<file path="config.mk">
export PLATFORM = sky130hd
export DESIGN_NAME = mem_arbiter
export DESIGN_NICKNAME = d
export VERILOG_FILES = /design/src/rtl/mem_arbiter_pkg.sv /design/src/rtl/mem_arbiter_byte_serializer.sv /design/src/rtl/mem_arbiter.sv
export SDC_FILE = /design/constraint.sdc
export NUM_CORES = 1
export LEC_CHECK = 0
export CAP_MARGIN = 40
export CORE_ASPECT_RATIO = 1.5
export CORE_MARGIN = 2
export CORE_UTILIZATION = 44
export CTS_CLUSTER_DIAMETER = 30
export DETAILED_ROUTE_END_ITERATION = 12
export PLACE_DENSITY = 0.75
export SETUP_SLACK_MARGIN = 0.1
export SLEW_MARGIN = 0
export SYNTH_ARGS = -nofsm -noshare
export SYNTH_HDL_FRONTEND = slang
export SYNTH_SLANG_ARGS = --single-unit
</file>
<file path="constraint.sdc">
create_clock -name clk -period 2.5 [get_ports clk]
set_input_delay 0.75 -clock clk [delete_from_list [all_inputs] [get_ports clk]]
set_output_delay 0.75 -clock clk [all_outputs]
set_load 0.02 [all_outputs]
</file>
<file path="src/rtl/mem_arbiter_pkg.sv">
// mem_arbiter_pkg: shared types and constants for the byte-wide RAM arbiter.
// Provides the access-size encoding, the arbiter FSM states, the default RAM
// address width and a helper that maps an access size to its byte count.
package mem_arbiter_pkg;

    localparam int ADDR_W_DEF = 17;

    typedef enum logic [1:0] {
        SZ_BYTE = 2'b00,
        SZ_HALF = 2'b01,
        SZ_WORD = 2'b10
    } size_e;

    typedef enum logic [2:0] {
        IDLE,
        IF_RD,
        MEM_RD,
        MEM_WR,
        DONE
    } state_e;

    // 2'b11 is treated as a word access as well.
    function automatic logic [2:0] size_bytes(input logic [1:0] sz);
        return size_e'(sz) == SZ_BYTE ? 3'd1 : size_e'(sz) == SZ_HALF ? 3'd2 : 3'd4;
    endfunction

endpackage

</file>
<file path="src/rtl/mem_arbiter_byte_serializer.sv">
// mem_arbiter_byte_serializer: walks one access across the byte-wide RAM port.
// Ports:
//   clk, rst       clock and synchronous active-high reset
//   start          latch addr/wdata and drive byte 0 on the next cycle
//   step           advance to the next byte and capture the current read byte
//   addr, wdata    request address and store data (latched on start)
//   din            RAM read byte, valid one cycle after its address
//   cnt            number of steps taken since start
//   ram_addr       registered RAM byte address
//   ram_dout       registered store byte
//   rd_next        assembled read word including the byte on din this cycle
module mem_arbiter_byte_serializer
    import mem_arbiter_pkg::*;
#(
    parameter int ADDR_W = ADDR_W_DEF
) (
    input  logic              clk,
    input  logic              rst,
    input  logic              start,
    input  logic              step,
    input  logic [31:0]       addr,
    input  logic [31:0]       wdata,
    input  logic [7:0]        din,
    output logic [2:0]        cnt,
    output logic [ADDR_W-1:0] ram_addr,
    output logic [7:0]        ram_dout,
    output logic [31:0]       rd_next
);

    logic [31:0] base;
    logic [31:0] wr_word;
    logic [31:0] rdata;
    logic [2:0]  nxt;

    assign nxt = cnt + 3'd1;

    // The byte on din belongs to the address driven one step earlier.
    always_comb begin
        rd_next = rdata;
        if (cnt != 3'd0) rd_next[{cnt - 3'd1, 3'b000} +: 8] = din;
    end

    always_ff @(posedge clk) begin
        if (rst) begin
            cnt      <= '0;
            base     <= '0;
            wr_word  <= '0;
            rdata    <= '0;
            ram_addr <= '0;
            ram_dout <= '0;
        end else if (start) begin
            cnt      <= '0;
            base     <= addr;
            wr_word  <= wdata;
            rdata    <= '0;
            ram_addr <= addr[ADDR_W-1:0];
            ram_dout <= wdata[7:0];
        end else if (step) begin
            cnt      <= nxt;
            rdata    <= rd_next;
            ram_addr <= ADDR_W'(base + 32'(nxt));
            ram_dout <= wr_word[{nxt[1:0], 3'b000} +: 8];
        end
    end

endmodule

</file>
<file path="src/rtl/mem_arbiter.sv">
// mem_arbiter: shares one byte-wide synchronous RAM between fetch and load/store.
// Ports:
//   clk, rst                          clock and synchronous active-high reset
//   if_req/if_addr/if_cancel          fetch request, address and abort
//   if_ack/if_data                    fetch completion pulse and word
//   mem_req/mem_we/mem_size/mem_addr  load/store request (size 00/01/1x)
//   mem_wdata                         store data, low bytes used
//   mem_ack/mem_rdata                 completion pulse and zero-extended load data
//   stallreq_if/stallreq_mem          per-requester stall requests
//   ram_addr/ram_wr/ram_dout/ram_din  byte RAM port (registered outputs)
module mem_arbiter
    import mem_arbiter_pkg::*;
#(
    parameter int ADDR_W = ADDR_W_DEF
) (
    input  logic              clk,
    input  logic              rst,
    input  logic              if_req,
    input  logic [31:0]       if_addr,
    input  logic              if_cancel,
    output logic              if_ack,
    output logic [31:0]       if_data,
    input  logic              mem_req,
    input  logic              mem_we,
    input  logic [1:0]        mem_size,
    input  logic [31:0]       mem_addr,
    input  logic [31:0]       mem_wdata,
    output logic              mem_ack,
    output logic [31:0]       mem_rdata,
    output logic              stallreq_if,
    output logic              stallreq_mem,
    output logic [ADDR_W-1:0] ram_addr,
    output logic              ram_wr,
    output logic [7:0]        ram_dout,
    input  logic [7:0]        ram_din
);

    state_e      state;
    logic [2:0]  n;
    logic [2:0]  cnt;
    logic [31:0] rd_next;
    logic        grant_mem;
    logic        grant_if;
    logic        step;

    // Load/store always wins; a fetch raised together with its cancel is not taken.
    always_comb begin
        grant_mem = state == IDLE && mem_req;
        grant_if  = state == IDLE && !mem_req && if_req && !if_cancel;
        step      = state == IF_RD || state == MEM_RD || state == MEM_WR;
    end

    assign stallreq_if  = if_req & ~if_ack & ~if_cancel;
    assign stallreq_mem = mem_req & ~mem_ack;

    mem_arbiter_byte_serializer #(.ADDR_W(ADDR_W)) u_ser (
        .clk     (clk),
        .rst     (rst),
        .start   (grant_mem | grant_if),
        .step    (step),
        .addr    (mem_req ? mem_addr : if_addr),
        .wdata   (mem_wdata),
        .din     (ram_din),
        .cnt     (cnt),
        .ram_addr(ram_addr),
        .ram_dout(ram_dout),
        .rd_next (rd_next)
    );

    // Reads stay one step past the last address to capture the final byte;
    // writes finish as soon as the last byte has been strobed.
    always_ff @(posedge clk) begin
        if (rst) begin
            state     <= IDLE;
            n         <= '0;
            if_ack    <= 1'b0;
            mem_ack   <= 1'b0;
            ram_wr    <= 1'b0;
            if_data   <= '0;
            mem_rdata <= '0;
        end else begin
            case (state)
                IDLE: begin
                    if_ack  <= 1'b0;
                    mem_ack <= 1'b0;
                    ram_wr  <= grant_mem & mem_we;
                    if (grant_mem) begin
                        n     <= size_bytes(mem_size);
                        state <= mem_we ? MEM_WR : MEM_RD;
                    end else if (grant_if) begin
                        n     <= 3'd4;
                        state <= IF_RD;
                    end
                end
                IF_RD: begin
                    if (if_cancel) state <= IDLE;
                    else if (cnt == n) begin
                        state   <= DONE;
                        if_ack  <= 1'b1;
                        if_data <= rd_next;
                    end
                end
                MEM_RD: begin
                    if (cnt == n) begin
                        state     <= DONE;
                        mem_ack   <= 1'b1;
                        mem_rdata <= rd_next;
                    end
                end
                MEM_WR: begin
                    if (cnt == n - 3'd1) begin
                        state   <= DONE;
                        ram_wr  <= 1'b0;
                        mem_ack <= 1'b1;
                    end
                end
                DONE: begin
                    state   <= IDLE;
                    if_ack  <= 1'b0;
                    mem_ack <= 1'b0;
                    ram_wr  <= 1'b0;
                end
                default: state <= IDLE;
            endcase
        end
    end

endmodule

</file>
== Word-level counts from Yosys, hierarchy flattened ==
Index checks and enable logic that the tools add are counted.
Storage, ports and cells
  register bits: 182
  input bits: 112
  word-level logic and storage cells: 91
Cells by class
  equality and inequality tests: 12
  shifts and indexed selects: 3
  reductions and logical operators: 25
  add/sub/neg operators: 5
  bitwise operators: 8
  multiplexer cells: 25
Operators with widths (count)
  two-way mux 17 bit: 3
  bitwise mux 32 bit: 1
  two-way mux 32 bit: 1
  variable shift 8 x 8 -> 32 bit, first input constant: 1
  indexed part select 32 x 6 -> 8 bit: 1
  indexed part select 8 x 8 -> 32 bit: 1
  two-way mux 3 bit: 9
  adder 17 x 3 -> 17 bit: 1
  two-way mux 8 bit: 2
  case mux 3 bit (4 select lines): 1
  AND reduction 3 bit: 3
  nonzero test 3 bit: 3
  negator 6 -> 8 bit: 1
  AND reduction 2 bit: 4
  == test 3 x 2 -> 1 bit, second input constant: 2
  == test 3 bit: 2
  inequality test 2 x 1 -> 1 bit, second input constant: 3
  case mux 1 bit (3 select lines): 2
  nonzero test 2 bit: 3
  subtractor 3 x 1 -> 3 bit, second input constant: 2
  two-way mux 1 bit: 5
  AND 1 bit: 4
  logical AND 1 bit: 4
  OR reduction 2 bit: 2
  other kinds (13): 17

== Logic depth before layout (Yosys ltp) ==
  depth after elaboration: 7
  mapped depth: 10
  gate-level depth less buffers: 9

== Cells and area by module ==
From an unflattened synthesis, not the netlist that was laid out.
Unflattened totals
  cells, all modules: 876
  area, all modules: 8348.0 um^2
Modules (own cells, without submodules)
  mem_arbiter_byte_serializer: times used 1, area each 5149.9 um^2, cells an instance 570
  mem_arbiter: times used 1, area each 3198.1 um^2, cells an instance 306

== Least setup slack after synthesis ==
No wires, ideal clock.
  kind: reg-to-reg
  from: register u_ser.cnt[0]
  to: register u_ser.ram_addr[14]
  required time: 2.388 ns
  clock period less this slack: 2.512 ns
  data arrival time: 2.400 ns
  buffers on the path: 0
  path slack: -0.012 ns
  stages on the path, launching flop included: 10
  path through: dfxtp_1 -> inv_1 -> ha_1 -> inv_1 -> fa_1 -> nor2b_1 -> o21ba_2 -> nand3_1 -> xor2_1 -> a2111oi_1
Between the ends
  cells in the longest elaborated chain, start to end: 4
RTL lines
  start: declaration: RTL line mem_arbiter_byte_serializer.sv:24  | output logic [2:0] cnt,
  start signal: assignment: RTL line mem_arbiter_byte_serializer.sv:59  | cnt <= nxt;
  adder 3 x 1 -> 3 bit: RTL line mem_arbiter_byte_serializer.sv:35  | assign nxt = cnt + 3'd1;
  net u_ser.nxt[0]: RTL line mem_arbiter_byte_serializer.sv:33  | logic [2:0] nxt;
  adder 17 x 3 -> 17 bit: RTL line mem_arbiter_byte_serializer.sv:61  | ram_addr <= ADDR_W'(base + 32'(nxt));
  two-way mux 17 bit: RTL line mem_arbiter_byte_serializer.sv:58  | end else if (step) begin
  two-way mux 17 bit: RTL line mem_arbiter_byte_serializer.sv:51  | end else if (start) begin
  end signal: assignment: RTL line mem_arbiter_byte_serializer.sv:56  | ram_addr <= addr[ADDR_W-1:0];
  end signal: assignment: RTL line mem_arbiter_byte_serializer.sv:61
  end: declaration: RTL line mem_arbiter_byte_serializer.sv:25  | output logic [ADDR_W-1:0] ram_addr,
The timed path passes the listed nets, and every way through them passes these cells. The select of a mux whose other input is x is not followed.
A chain may end at the register's enable or synchronous reset.

== Worst setup path in the final report ==
  from: input mem_req
  to: output stallreq_mem
Between the ends
  cells in the longest elaborated chain, start to end: 1
RTL lines
  start: declaration: RTL line mem_arbiter.sv:23  | input logic mem_req,
  AND 1 bit: RTL line mem_arbiter.sv:54  | assign stallreq_mem = mem_req & ~mem_ack;
  end: declaration: RTL line mem_arbiter.sv:31  | output logic stallreq_mem,
No other way between the ends.

==> flow_summary_export.csv <==
group,metric,value,unit
finish,final_common_cell,"dfxtp_1",
synth,synthFlopType,"dfxtp_1",
timing,skew,0.01275,ns
floorplan,die_w,112.3,µm
timing,final-hold-violation-count,0,
critical_path,crit_type,"in2out",
global_route,grt.total_usage,0.2080,
power_and_ir_drop,total_power,10.24,mW
global_route,grt_pass1_wl,32000,µm
power_and_ir_drop,internal_power,6.550,mW
critical_path,worstSetupEndpointType,"output port",
finish,final_net_count,1146,
timing,period_share,0.9265,
clock_tree,root_buffer,"clkbuf_16",
detailed_routing,drt_iter0_markers,316,
clock_tree,clkTransAtPathRegs,0.08,ns
place,portBuffers,175,
global_route,grt_max_degree,65,
detailed_routing,antenna_left,0,
place,place.gp.congestion,0.7781,
global_route,antenna_found_initial,1,
synth,async_flop_share,0,
synth,yosys.area.top_type_share,0.4704,
synth,netlist_area,0.007745,mm²
critical_path,cp-start-kind,"primary input",
clock_tree,h-tree-depth,4,
detailed_routing,num_vias,6669,
floorplan,placementRows,59,
power_and_ir_drop,switching_power,3.694,mW
critical_path,critPathRequiredTime,1.75,ns
power_and_ir_drop,power_switching_share,0.3606,
detailed_routing,via_per_inst,5.344,
timing,finalSetupViolations,0,
finish,drive_above_1_share,0.1112,
power_and_ir_drop,p_clk_frac,0.254,
timing,clock.fmax,431.7,MHz
worst_hold_path,holdPathStages,2,
timing,period_minus_slack,2.316,ns
worst_hold_path,hold_class,"reg2reg",
power_and_ir_drop,seqPwrFrac,0.378,
detailed_routing,dr.pass1.iters,4,
critical_path,reg2reg_depth,10,
run,drv_cap,0,
global_route,grt_overflow,0,
clock_tree,cts_tree,"done",
synth,yosys.area.top_type,"dfxtp_1",
critical_path,crit_fanout,2,
place,place_hpwl,13700,µm
synth,syn_nets,984,
floorplan,die_area,0.01870,mm²
finish,final_util,0.6069,
synth,synth_edf_count,0,
clock_tree,clock_sinks,182,
floorplan,coreArea,0.01727,mm²
synth,syn_avg_cell_area,9.016,µm²
detailed_routing,route.detailed.drc,0,
synth,yosysWarnings,0,
floorplan,die_h,166.5,µm
power_and_ir_drop,ir_drop,529.9,µV
critical_path,crit_arrival,1.57,ns
global_route,grt_pass1_vias,6393,
synth,synth.distinct_cells,56,
clock_tree,cts_buffer_depth,2,
detailed_routing,wl,19580,µm
clock_tree,numCtsBuffers,17,
finish,final_cell_mix,"180 x dfxtp_1, 171 x clkdlybuf4s50_1, 127 x nor2_1",
timing,rsz0062_at_grt,"true",
floorplan,ios,206,
clock_tree,clk_latency,0.42,ns
finish,fillers,1530,
detailed_routing,wire_per_inst,15.69,µm
synth,ys_top_cells_by_area,"dfxtp_1 47%, a211oi_1 10%, nor2_1 6.2%, a21oi_1 5.0%, nand2_1 4.1%",
synth,ys_seq_area_frac,0.4704,
timing,worst_pin_slew,0.6514,ns
power_and_ir_drop,power_frac_comb,0.368,
finish,synthToLayoutAreaGrowth,35.36,%
synth,synthCells,859,
power_and_ir_drop,power.density,977.1,mW/mm²
timing,drv_slew,0,
synth,ys_seq_elements,182,
floorplan,initial_utilization,0.4484,
status,outcome,"complete, no violations",
timing,max_slew_margin,0.5588,
power_and_ir_drop,p_leak,3.757,nW
path summary, 6_finish.rpt:
path                             startpoint                         endpoint  slack, ns
max reg2reg       u_ser.cnt[0]$_SDFFE_PP0P_  u_ser.ram_addr[14]$_SDFFE_PP0P_       0.19
min reg2reg  u_ser.ram_addr[9]$_SDFFE_PP0P_   u_ser.ram_addr[9]$_SDFFE_PP0P_       0.45
max                                 mem_req                     stallreq_mem       0.18
min          u_ser.ram_addr[9]$_SDFFE_PP0P_   u_ser.ram_addr[9]$_SDFFE_PP0P_       0.45
kinds of logic (layout without fill, tap and decap cells):
logic type	count (synthesis)	in the layout	share of synthesized area
other	0	1	0
and+or+nand+nor	295	295	0.1706
xor gates and xnor gates	22	22	0.02585
muxes	35	35	0.05816
adders and majority gates	13	13	0.02197
buffers and inverters	75	250	0.04863
DFF	182	182	0.4704
AOI/OAI and AO/OA	237	237	0.2044
sequential cells by signal, indices dropped and copies added, names as in the netlist, 8 cells and up:
register / flops
if_data: 32
mem_rdata: 32
u_ser.base: 17
u_ser.ram_addr: 17
u_ser.ram_dout: 8
u_ser.rdata: 32
u_ser.wr_word: 32
per-stage QoR:
stage | cell area [µm²] | hold WS, ns | setup WS [ns] | setup TNS [ns] | instances
2_1_floorplan | 7747 | 0.4331 | 0.09453 | 0 | 859
6_report | 10480 | 0.4518 | 0.1838 | 0 | 1248
3_3_place_gp | 9811 | 0.4387 | -0.3601 | -1.032 | 1214
5_1_grt | 10480 | 0.4714 | 0.02861 | 0 | 1248
4_1_cts | 10400 | 0.4531 | 0.09696 | 0 | 1247
3_5_place_dp | 9811 | 0.4435 | -0.3492 | -1.799 | 1214
power by group through the flow:
stage	clock, mW	combinational, mW	sequential (mW)
floorplan	0	1.96	4.23
global placement	0	3.67	3.91
detailed placement	0	3.71	3.93
CTS	2.66	3.75	3.87
global route	2.78	4.12	3.95
finish	2.60	3.77	3.87
cell usage after synthesis, types with 2 or more instances:
cell type  instances
o21a_1             4
buf_2             27
and3_1            23
nor2b_1           16
and4_1             2
mux4_2             8
a22oi_1            8
nand4_1            5
a2111oi_0          2
buf_4              6
or3_4              2
nor3_1            11
a21oi_1           78
a21o_1             2
ha_1              12
mux2i_1           27
a31oi_1           10
nor2_2             8
o21ai_0           10
nand2b_1           3
a31o_2             2
dfxtp_1          182
clkbuf_1          27
xor2_1             8
inv_1              9
nor2_1           128
nand2_1           85
a211o_1            4
nand3_1            5
a211oi_1         105
buf_6              3
xnor2_1           13
critical path: stages:
cell             delay (ns)
clkdlybuf4s50_1        0.53
inv_2                  0.05
nor2_1                 0.08
buf_2                  0.16
per-layer routing:
metal  global-route usage  routed length [µm]
met2               0.3732               10160
met3              0.03348                 800
met1               0.2511                8221
met5                    0                   0
met4              0.06999                 388
what timing repair did:
item,CTS,global route
setup buffers,1,0
pin swaps,0,3
endpoints found under the setup margin,3,74
hold buffers,0,0
hold endpoints to repair,0,0
gates resized for setup,11,16
area by class of cell:
cell class                 instances  area [µm²]  area share
inverter                          10       37.54    0.003580
timing repair buffer             208        2117      0.2019
antenna                            1       2.502   0.0002387
multi-input combinational        602        3844      0.3666
clock inverter                    13       117.6     0.01122
sequential                       182        3646      0.3478
clock buffer                      19       452.9     0.04320
tap                              213       266.5     0.02542
(Power assumes the default switching activity.)
